--- src/rtl/sisc_mem_pkg.sv ---
// Shared encodings and default sizes for the SISC memory arbiter.
// Used by mem_arb and mem_arb_pick; holds no logic.
package sisc_mem_pkg;

  localparam int ADDR_W_DEF  = 16;
  localparam int DATA_W_DEF  = 32;
  localparam int MEM_LAT_DEF = 2;

  localparam logic [1:0] ST_IDLE   = 2'd0;
  localparam logic [1:0] ST_ACCESS = 2'd1;
  localparam logic [1:0] ST_WAIT   = 2'd2;
  localparam logic [1:0] ST_DONE   = 2'd3;

  typedef logic owner_t;
  localparam owner_t OWN_IF = 1'b0;
  localparam owner_t OWN_DM = 1'b1;

endpackage

--- src/rtl/mem_arb_pick.sv ---
// Combinational IF/DM winner select; zero latency, no backpressure of its own.
// MEM_ARB_RR_EN: ties go to the requester not granted last, otherwise DM always wins.
module mem_arb_pick
  import sisc_mem_pkg::*;
(
  input  logic   if_req,
  input  logic   dm_req,
`ifdef MEM_ARB_RR_EN
  input  owner_t last_owner,
`endif
  output logic   any_req,
  output owner_t owner
);

  always_comb begin
    any_req = if_req | dm_req;
    owner   = dm_req ? OWN_DM : OWN_IF;
`ifdef MEM_ARB_RR_EN
    if (if_req && dm_req) begin
      owner = (last_owner == OWN_IF) ? OWN_DM : OWN_IF;
    end
`else
`endif
  end

endmodule

--- src/rtl/mem_arb.sv ---
// Single-port memory arbiter for SISC fetch (IF) and data (DM) requesters; optional MEM_ARB_RR_EN.
// Latency: gnt one cycle after the request is sampled, rvalid MEM_LAT cycles later; requests wait while busy.
module mem_arb
  import sisc_mem_pkg::*;
#(
  parameter int ADDR_W  = ADDR_W_DEF,
  parameter int DATA_W  = DATA_W_DEF,
  parameter int MEM_LAT = MEM_LAT_DEF
) (
  input  logic              clk,
  input  logic              rst_f,
  input  logic              if_req,
  input  logic [ADDR_W-1:0] if_addr,
  output logic              if_gnt,
  output logic              if_rvalid,
  output logic [DATA_W-1:0] if_rdata,
  input  logic              dm_req,
  input  logic              dm_we,
  input  logic [ADDR_W-1:0] dm_addr,
  input  logic [DATA_W-1:0] dm_wdata,
  output logic              dm_gnt,
  output logic              dm_rvalid,
  output logic [DATA_W-1:0] dm_rdata,
  output logic              mem_en,
  output logic              mem_we,
  output logic [ADDR_W-1:0] mem_addr,
  output logic [DATA_W-1:0] mem_wdata,
  input  logic [DATA_W-1:0] mem_rdata,
  output logic              busy
);

  localparam int CNT_W = $clog2(MEM_LAT + 1);

  logic [1:0]        state_q, state_d;
  logic [CNT_W-1:0]  cnt_q, cnt_d;
  owner_t            owner_q, owner_d;
  logic              we_q, we_d;
  logic [ADDR_W-1:0] addr_q, addr_d;
  logic [DATA_W-1:0] wdata_q, wdata_d;
  logic [DATA_W-1:0] if_rdata_q, if_rdata_d;
  logic [DATA_W-1:0] dm_rdata_q, dm_rdata_d;
  logic              any_req;
  owner_t            pick_owner;
  logic              in_access, in_done;

`ifdef MEM_ARB_RR_EN
  owner_t last_owner_q, last_owner_d;
`endif

  mem_arb_pick u_pick (
    .if_req     (if_req),
    .dm_req     (dm_req),
`ifdef MEM_ARB_RR_EN
    .last_owner (last_owner_q),
`endif
    .any_req    (any_req),
    .owner      (pick_owner)
  );

  always_comb begin
    state_d    = state_q;
    cnt_d      = cnt_q;
    owner_d    = owner_q;
    we_d       = we_q;
    addr_d     = addr_q;
    wdata_d    = wdata_q;
    if_rdata_d = if_rdata_q;
    dm_rdata_d = dm_rdata_q;
`ifdef MEM_ARB_RR_EN
    last_owner_d = last_owner_q;
`endif
    case (state_q)
      ST_IDLE: begin
        if (any_req) begin
          owner_d = pick_owner;
          we_d    = (pick_owner == OWN_DM) ? dm_we : 1'b0;
          addr_d  = (pick_owner == OWN_DM) ? dm_addr : if_addr;
          wdata_d = (pick_owner == OWN_DM) ? dm_wdata : '0;
          state_d = ST_ACCESS;
`ifdef MEM_ARB_RR_EN
          last_owner_d = pick_owner;
`endif
        end
      end
      ST_ACCESS: begin
        cnt_d   = CNT_W'(MEM_LAT - 1);
        state_d = (MEM_LAT == 1) ? ST_DONE : ST_WAIT;
      end
      ST_WAIT: begin
        cnt_d = cnt_q - CNT_W'(1);
        if (cnt_q == CNT_W'(1)) state_d = ST_DONE;
      end
      default: state_d = ST_IDLE;
    endcase
    // Read data lands on the edge that enters DONE, alongside rvalid rising.
    if (state_d == ST_DONE && !we_q) begin
      if (owner_q == OWN_DM) dm_rdata_d = mem_rdata;
      else                   if_rdata_d = mem_rdata;
    end
  end

  always_ff @(posedge clk or negedge rst_f) begin
    if (!rst_f) begin
      state_q    <= ST_IDLE;
      cnt_q      <= '0;
      owner_q    <= OWN_IF;
      we_q       <= 1'b0;
      addr_q     <= '0;
      wdata_q    <= '0;
      if_rdata_q <= '0;
      dm_rdata_q <= '0;
`ifdef MEM_ARB_RR_EN
      last_owner_q <= OWN_IF;
`endif
    end else begin
      state_q    <= state_d;
      cnt_q      <= cnt_d;
      owner_q    <= owner_d;
      we_q       <= we_d;
      addr_q     <= addr_d;
      wdata_q    <= wdata_d;
      if_rdata_q <= if_rdata_d;
      dm_rdata_q <= dm_rdata_d;
`ifdef MEM_ARB_RR_EN
      last_owner_q <= last_owner_d;
`endif
    end
  end

  assign in_access = (state_q == ST_ACCESS);
  assign in_done   = (state_q == ST_DONE);
  assign busy      = (state_q != ST_IDLE);
  assign mem_en    = in_access;
  assign mem_we    = in_access & we_q;
  assign mem_addr  = in_access ? addr_q : '0;
  assign mem_wdata = in_access ? wdata_q : '0;
  assign if_gnt    = in_access & (owner_q == OWN_IF);
  assign dm_gnt    = in_access & (owner_q == OWN_DM);
  assign if_rvalid = in_done & (owner_q == OWN_IF);
  assign dm_rvalid = in_done & (owner_q == OWN_DM);
  assign if_rdata  = if_rdata_q;
  assign dm_rdata  = dm_rdata_q;

endmodule

--- config.mk ---
export PLATFORM = sky130hd
export DESIGN_NAME = mem_arb
export DESIGN_NICKNAME = d
export VERILOG_FILES = /design/src/rtl/sisc_mem_pkg.sv /design/src/rtl/mem_arb_pick.sv /design/src/rtl/mem_arb.sv
export SDC_FILE = /design/constraint.sdc
export NUM_CORES = 1
export LEC_CHECK = 0
export BUFFER_PORTS_ARGS = -buffer_cell sky130_fd_sc_hd__buf_2
export CAP_MARGIN = 20
export CORE_ASPECT_RATIO = 1.4
export CORE_UTILIZATION = 30
export DETAILED_ROUTE_END_ITERATION = 7
export GPL_ROUTABILITY_DRIVEN = 0
export GPL_TIMING_DRIVEN = 0
export PLACE_DENSITY = 0.66
export SYNTH_ARGS = -nofsm -noshare
export SYNTH_HDL_FRONTEND = slang
export SYNTH_HIERARCHICAL = 1
export SYNTH_SLANG_ARGS = --single-unit
--- constraint.sdc ---
create_clock -name clk -period 2.3 [get_ports clk]
set_clock_uncertainty 0.05 [all_clocks]
set_input_delay 0.23 -clock clk [delete_from_list [all_inputs] [get_ports clk]]
set_output_delay 0.23 -clock clk [all_outputs]
set_load 0.02 [all_outputs]
# Yosys cells after proc, flatten, opt, wreduce, memory -nomap -nowiden
# Cells that the tools add are included.
totals:
  elab_cells: 39
  output_inout_bits: 119
  inputBits: 101
  register_bits: 118
op_classes:
  n_mux: 10
  bitwise: 7
  eq_ne: 5
  add_sub_neg: 1
  n_reduce_logical: 8
ops:
  columns: ["op", "n"]
  rows:
  - ["32-bit two-way mux", 2]
  - ["16-bit two-way mux", 2]
  - ["2-bit equality test, second input constant", 3]
  - ["2-bit one-hot mux with 3 select lines", 1]
  - ["2-bit AND reduction", 3]
  - ["1-bit bitwise AND", 5]
  - ["2-bit by 1-bit equality test with 1-bit output, second input constant", 2]
  - ["2-bit two-way mux", 2]
  - ["2-bit one-hot mux with 2 select lines", 1]
  - ["2-bit nonzero test", 2]
  - ["2-bit logical NOT", 1]
  - ["1-bit two-way mux", 2]
  - ["2-bit by 1-bit subtractor with 2-bit output, second input constant", 1]
  - ["1-bit logical AND", 1]
  - ["1-bit logical NOT", 1]
  - ["1-bit inverter", 1]
  - ["1-bit bitwise OR", 1]

# Depth between registers and ports, before layout
# Gate-level depths: netlist of the first run.
logic_depth:
  ltp_word: 6
  ltp_mapped: 7
  ltp_nobuf: 5

# Modules after synthesis
# Netlist of the first run, hierarchy kept.
modules_own_cells:
  columns: ["mod", "seq_area_each_um2", "area_each_um2", "cells_each", "n_inst"]
  rows:
  - ["mem_arb", 2952.8, 5154.9, 436, 1]
  - ["mem_arb_pick", 0.0, 13.8, 2, 1]

# Worst setup path after synthesis of the first run
# OpenSTA, ideal clock, no wires.
synth_timing:
  kind: "flip-flop to flip-flop"
  from: "reg state_q[0]"
  to: "reg if_rdata_q[10], in the netlist if_rdata[10]"
  t_arrival_ns: 2.013
  setup_ns: 0.125
  synth_period_minus_slack_ns: 2.188
  n_path_buf: 1
  setup_slack_ns: 0.112
  required_time_ns: 2.125
  stages_incl_launch_ff: 7
  path_cell_list: "dfrtp_1 inv_1 ha_1 or4b_1 a21oi_4 buf_6 mux2_4"
synth_between:
  elab_chain_len: 5
  elab_cells_between_ends: 9
  cone_classes: "eq/ne: 3; mux: 3; reduce/logical: 3"
synth_rtl:
  columns: ["element", "line_no", "source"]
  rows:
  - ["start, declared", "mem_arb.sv:34", "logic [1:0] state_q, state_d;"]
  - ["start signal, assigned", "mem_arb.sv:116", "state_q <= state_d;"]
  - ["2-bit equality test, or another cell as far along", "mem_arb.sv:72", "case (state_q)"]
  - ["2-bit one-hot mux with 3 select lines *", "mem_arb.sv:72", null]
  - ["named net state_d[1]", "mem_arb.sv:34", null]
  - ["2-bit equality test *", "mem_arb.sv:96", "if (state_d == ST_DONE && !we_q) begin"]
  - ["1-bit logical AND *", "mem_arb.sv:96", null]
  - ["2-bit AND reduction (no source line) *", null, null]
  - ["end signal, assigned", "mem_arb.sv:122", "if_rdata_q <= if_rdata_d;"]
  - ["end, declared", "mem_arb.sv:40", "logic [DATA_W-1:0] if_rdata_q, if_rdata_d;"]
# The timed path passes the listed nets; every way through them passes the cells marked *.
# A chain may end at the register's enable or synchronous reset.

# Worst setup path after layout of the first run
layout_timing:
  from: "reg state_q[1]"
  to: "reg if_rdata_q[13], in the netlist if_rdata[13]"
layout_between:
  elab_chain_len: 5
  elab_cells_between_ends: 9
  cone_classes: "eq/ne: 3; mux: 3; reduce/logical: 3"
layout_rtl:
  columns: ["element", "line_no"]
  rows:
  - ["2-bit equality test, or another cell as far along", "mem_arb.sv:72"]
  - ["2-bit one-hot mux with 3 select lines *", "mem_arb.sv:72"]
  - ["2-bit equality test *", "mem_arb.sv:96"]
  - ["1-bit logical AND *", "mem_arb.sv:96"]
  - ["2-bit AND reduction (no source line) *", null]
# Mark *: on every way between the ends. The rest lies on a longest branch, timed or not.

==> results of run 1 <==
-- worst register-to-register path, cell delays in order, from the launching register on --
cell       delay (ns)
dfrtp_1          0.38
buf_4            0.15
ha_2             0.17
or4b_4           0.52
a21oi_4          0.28
bufbuf_16        0.33
mux2_4           0.29
-- flip-flops by register name (all words and copies together), names as in the netlist --
name      count
wdata_q      32
if_rdata     32
we_q          1
cnt_q         2
owner_q       1
state_q       2
addr_q       16
dm_rdata     32
-- cell type report --
cell class | instances | area, um2 | area share [%]
buffer | 29 | 159 | 2.09
clock buffer | 22 | 464 | 6.10
clock inverter | 10 | 80.1 | 1.05
inverter | 4 | 15.0 | 0.197
multi-input combinational | 287 | 2080 | 27.4
sequential | 118 | 2950 | 38.9
tap | 203 | 254 | 3.34
timing repair buffer | 265 | 1590 | 21.0
-- routing by layer --
layer,GRT usage (%),routed length (um),vias to the layer above
met2,27.6,6780,160
met5,0,0,-
met4,5.70,159,0
li1,-,-,2024
met3,5.01,852,10
met1,17.0,5580,1996
-- cell usage in the layout (no fill, tap or decap), drive strengths merged --
| cell | netlist | final |
|---|---|---|
| ha | 6 | 6 |
| and2 | 52 | 52 |
| o21ai | 19 | 19 |
| clkinvlp | 0 | 2 |
| o21a | 1 | 1 |
| nand2 | 86 | 86 |
| inv | 4 | 4 |
| clkinv | 0 | 7 |
| bufbuf | 0 | 1 |
| or2 | 1 | 1 |
| bufinv | 0 | 1 |
| dlygate4sd3 | 0 | 39 |
| dfrtp | 118 | 118 |
| or4b | 1 | 1 |
| a21oi | 3 | 3 |
| mux2i | 16 | 16 |
| nor2b | 2 | 2 |
| nand4bb | 1 | 1 |
| mux2 | 64 | 64 |
| nand3 | 35 | 35 |
| clkbuf | 21 | 43 |
| buf | 8 | 233 |
-- power groups by stage --
stage	clock, mW	combinational, mW	sequential [mW]
after floorplan	0	2.46	4.30
after global placement	0	4.59	3.60
after detailed placement	0	4.67	3.64
after CTS	2.51	4.97	3.61
after global routing	2.61	5.35	3.74
final	2.44	4.92	3.62
-- worst paths after layout --
check	startpoint	to	slack (ns)	cells after the start
setup / recovery	state_q[1]	if_rdata[13]	0.007	6
hold / removal	dm_wdata[23]	wdata_q[23]	0.02	3
setup reg to reg	state_q[1]	if_rdata[13]	0.007	6
hold reg to reg	wdata_q[4]	wdata_q[4]	0.41	2
max in group asynchronous	rst_f	wdata_q[10]	1.20	3
min in group asynchronous	rst_f	if_rdata[11]	0.28	2
-- cells by family after synthesis --
group,after synthesis
AO/OA/AOI/OAI,23
adder cells (fa/ha/maj),6
buffers and inverters,33
flip-flops,118
multiplexers,80
AND/OR/NAND/NOR,178
-- timing repair --
item                                    CTS  global route
hold buffers                             39             0
cloned                                    1             0
pin swaps                                 0             2
resized for setup                        11             8
hold endpoints to repair                 89             0
setup buffers                             4             1
endpoints found under the setup margin   79            56
-- through the flow --
step | setup WS [ns] | cell area (um2) | total power, mW | utilization (%)
2_1_floorplan | 0.112 | 5170 | 6.76 | -
3_3_place_gp | -0.645 | 6520 | 8.19 | 38.8
3_5_place_dp | -0.164 | 6550 | 8.31 | 39.0
4_1_cts | -0.0303 | 7590 | 11.1 | 45.1
5_1_grt | -0.0433 | 7600 | 11.7 | 45.2
6_report | 0.00676 | 7600 | 11.0 | 45.2
==> results.py, run 1 <==
metrics = {
    "status": {
        "status": "completed",
    },
    "power": {
        "peakVddDrop_uv": 474,
        "p_sw_mw": 4.12,
        "power_density_mw_per_mm2": 1440,
        "p_int_mw": 6.85,
        "switching_share_pct": 37.6,
        "clkPwrFrac_pct": 22.2,
        "pwr-share-seq_pct": 32.9,
        "p_leak_nw": 3.96,
        "combPwrFrac_pct": 44.9,
    },
    "finish": {
        "antenna_cells": 0,
        "drive_above_1_share_pct": 43.7,
        "fill_cells": 1585,
        "stdcell_count": 938,
        "area_growth_pct": 47.1,
        "nets": 829,
    },
    "yosys": {
        "netlist_area_mm2": 0.00517,
        "synth.most_common_cell": "dfrtp_1",
        "synth.distinct_cells": 23,
        "ys_seq_area_share_pct": 57.1,
        "ys_top_cells_by_area": "dfrtp_1 (57%), mux2_4 (8.7%), and2_1 (6.3%)",
        "synth_top_flop_cell": "dfrtp_1",
        "synth-compound-area-share_pct": 2.49,
        "muxShareOfSynthArea_pct": 19.2,
        "syn_nets": 545,
        "yosysTopAreaCell": "dfrtp_1",
        "yosys-top-cells-count": "dfrtp_1 (118), nand2_1 (86), and2_1 (52), nand3_1 (35), mux2_4 (30)",
        "synth_fa_ha_area_share_pct": 1.45,
        "synthXorXnorAreaFrac_pct": 0,
        "synth_top_area_share_pct": 57.1,
        "synth_top_family_by_area": "multiplexers",
        "async_flop_share_pct": 100,
        "ys_warn_count": 6,
        "synth-edff-count": 0,
        "synthCells": 438,
        "syn_area_per_cell_um2": 11.8,
        "yosys.area_share.simple_pct": 16.7,
        "ys_ff_latch": 118,
    },
    "route": {
        "firstDrtPassIters": 4,
        "wl_per_cell_um": 14.3,
        "via_per_inst": 4.47,
        "drc": 0,
        "drt_iter0_drc": 166,
        "drtAntennaViolNets": 0,
        "vias": 4190,
        "routed_wl_mm": 13.4,
    },
    "sta": {
        "tightest_slew_ns": 0.538,
        "holdWs_ns": 0.0215,
        "max_freq_mhz": 436,
        "fin_crit_ns": 2.29,
        "setup-violations-final": 0,
        "slew_headroom_pct": 64.1,
        "rsz0062_at_grt": "true",
        "min_period_over_period_pct": 99.7,
        "finalSetupTns_ns": 0,
        "hold_violations": 0,
        "maxSlewViolCount": 0,
    },
    "clocking": {
        "cts_tree": "done",
        "root_buffer": "clkbuf_16",
        "cts_buffers": 17,
        "clkTransAtPathRegs_ns": 0.05,
        "cts.htree.levels": 4,
        "cts.sinks": 118,
        "cts_buffer_depth": 2,
        "worstSkewPairLatency_ns": 0.40,
    },
    "global_routing": {
        "antenna_found_initial": 0,
        "grt_use_total_pct": 15.4,
        "globalRouteOverflowTotal": 0,
        "grt_pass1_wl_mm": 21.1,
        "grt_pass1_vias": 4302,
        "grt_max_degree": 72,
    },
    "hold_path": {
        "hp-class": "in -> reg",
    },
    "setup_path": {
        "end_kind": "flip-flop",
        "cpPeakStageDelay_ns": 0.52,
        "cp_data_arrival_time_ns": 2.53,
        "path_cells": "buf_4 -> ha_2 -> or4b_4 -> a21oi_4 -> bufbuf_16 -> mux2_4",
        "required_ns": 2.53,
        "cpMaxStageDelayCell": "or4b_4",
        "worstSetupPathType": "reg -> reg",
        "path_max_fanout": 5,
        "crit_path_start_kind": "flip-flop",
        "path_delay_family": "simple AND/OR/NAND/NOR gates",
        "critPathBufInv": 2,
    },
    "floorplanning": {
        "die_h_um": 157,
        "die_x_um": 113,
        "ioPinCount": 220,
        "coreArea_mm2": 0.0168,
        "initial_core_util_pct": 30.7,
        "dieArea_mm2": 0.0178,
        "rows": 56,
    },
    "placement": {
        "io_buffer_count": 219,
        "place_hpwl_mm": 9.57,
        "place_inst": 861,
    },
    "run": {
        "maxCapViolCount": 0,
    },
}
No activity file was read; power rests on OpenSTA's default activity.
==> run 2, diff against run 1 <==
--- a/config.mk
+++ b/config.mk
@@ -8,11 +8,11 @@
 export BUFFER_PORTS_ARGS = -buffer_cell sky130_fd_sc_hd__buf_2
 export CAP_MARGIN = 20
 export CORE_ASPECT_RATIO = 1.4
-export CORE_UTILIZATION = 30
+export CORE_UTILIZATION = 35
 export DETAILED_ROUTE_END_ITERATION = 7
 export GPL_ROUTABILITY_DRIVEN = 0
 export GPL_TIMING_DRIVEN = 0
-export PLACE_DENSITY = 0.66
+export PLACE_DENSITY = 0.73
 export SYNTH_ARGS = -nofsm -noshare
 export SYNTH_HDL_FRONTEND = slang
 export SYNTH_HIERARCHICAL = 1
==> run 2 against run 1 <==
Sequential cell count stayed put. Sequential share of layout area is 0.87 points higher. Critical path type unchanged. Largest cell class unchanged. Largest power group unchanged. Highest routed layer unchanged. Global-route usage is 2.5 points higher.
==> results.py, run 2 (same netlist as run 1, synthesis figures left out) <==
metrics = {
    "floorplanning": {
        "coreArea_mm2": 0.0144,
        "initial_core_util_pct": 35.8,
        "die_x_um": 105,
        "die_h_um": 146,
        "ioPinCount": 220,
        "rows": 52,
        "dieArea_mm2": 0.0153,
    },
    "finish": {
        "antenna_cells": 0,
        "final_common_cell": "buf_2",
        "most-common-layout-cells": "buf_2 (222), dfrtp_1 (117), nand2_1 (86), and2_1 (52), nand3_1 (35)",
        "fin_util_pct": 51.5,
        "area_growth_pct": 43.9,
        "nets": 806,
        "fill_cells": 1328,
        "drive_above_1_share_pct": 45.1,
    },
    "power": {
        "power.total_mw": 11.3,
        "p_leak_nw": 3.90,
        "power_density_mw_per_mm2": 1520,
        "peakVddDrop_uv": 582,
    },
    "route": {
        "drc": 0,
        "drt_iter0_drc": 167,
        "drtAntennaViolNets": 0,
        "firstDrtPassIters": 7,
        "routed_wl_mm": 12.9,
        "vias": 4126,
        "wl_per_cell_um": 14.4,
        "via_per_inst": 4.58,
    },
    "sta": {
        "hold_violations": 0,
        "setup_slack_ns": 0.0939,
        "slew_headroom_pct": 60.6,
        "min_period_over_period_pct": 95.9,
        "tightest_slew_ns": 0.591,
        "rsz0062_at_grt": "false",
        "fin_crit_ns": 2.21,
        "setup-violations-final": 0,
        "maxSlewViolCount": 0,
        "max_freq_mhz": 453,
    },
    "clocking": {
        "clkTransAtPathRegs_ns": 0.06,
        "root_buffer": "clkbuf_16",
        "cts_buffer_depth": 2,
        "cts.sinks": 118,
        "cts_tree": "done",
        "cts_buffers": 17,
        "cts.htree.levels": 4,
        "worstSkewPairLatency_ns": 0.39,
    },
    "placement": {
        "place_hpwl_mm": 9.26,
        "io_buffer_count": 219,
        "preCtsSetupSlack_ns": -0.132,
    },
    "hold_path": {
        "holdCritStartpoint": "dm_wdata[17]",
        "hp-class": "in -> reg",
    },
    "global_routing": {
        "grt_pass1_vias": 4348,
        "grt_use_total_pct": 17.9,
        "globalRouteOverflowTotal": 0,
        "grt_pass1_wl_mm": 21.6,
        "grt_max_degree": 96,
        "antenna_found_initial": 0,
    },
    "setup_path": {
        "startpoint": "state_q[0]",
        "path_max_fanout": 7,
        "end_kind": "flip-flop",
        "required_ns": 2.52,
        "regToRegStartpoint": "state_q[0]",
        "cp_data_arrival_time_ns": 2.43,
        "crit_path_start_kind": "flip-flop",
        "worstSetupPathType": "reg -> reg",
    },
    "status": {
        "status": "completed",
    },
    "run": {
        "maxCapViolCount": 0,
    },
}
[run 2: final timing paths]
path	slack, ns	cells after the start	endpoint
max in group asynchronous	1.23	3	wdata_q[16]
setup / recovery	0.09	7	if_rdata[26]
setup reg to reg	0.09	7	if_rdata[26]
hold / removal	0.02	3	wdata_q[17]
hold reg to reg	0.41	2	wdata_q[3]
min in group asynchronous	0.22	2	if_rdata[11]
[run 2: what timing repair did]
item / CTS / global route
hold buffers: 17 / 0
gates cloned: 1 / 0
buffers inserted: 4 / 1
resized for setup: 12 / 6
endpoints found under the hold margin: 39 / 0
endpoints found under the setup margin: 90 / 57
[run 2: metal layers]
| metal | share of wire, % | GRT usage [%] | up-vias |
|---|---|---|---|
| met3 | 5.1 | 4.03 | 9 |
| li1 | - | - | 1980 |
| met2 | 52 | 31.5 | 150 |
| met1 | 42 | 21.8 | 1987 |
| met5 | 0 | 0 | - |
| met4 | 0.98 | 5.49 | 0 |
[run 2: cell type report]
cell class                 count  area [um2]  share of cell area, %
sequential                   118        2950                   39.7
clock buffer                  20         457                   6.14
tap                          189         236                   3.18
inverter                       4        15.0                  0.202
clock inverter                12         175                   2.36
buffer                        28         148                   1.99
timing repair buffer         243        1370                   18.4
multi-input combinational    287        2080                   28.0
[run 2: power by group]
| part | internal [mW] | switching [mW] |
|---|---|---|
| Combinational | 2.15 | 2.69 |
| Clock | 1.87 | 0.952 |
| Sequential | 3.11 | 0.500 |
| Total | 7.14 | 4.14 |
[run 2: worst max-delay path: stages (launching register included)]
cell	delay (ns)
dfrtp_2	0.41
inv_1	0.10
ha_4	0.30
or4b_4	0.47
a21oi_4	0.16
buf_6	0.15
buf_8	0.13
mux2_4	0.31
[run 2: through the flow]
step / hold slack, ns / cell area (um2) / cells / TNS (ns)
after floorplan: -0.116 / 5170 / 438 / 0
after global placement: 0.392 / 6500 / 846 / -73.90
after detailed placement: 0.0539 / 6540 / 847 / -6.25
after CTS: 0.000104 / 7430 / 901 / 0
after global routing: 0.00221 / 7440 / 901 / 0
final: 0.0161 / 7440 / 901 / 0
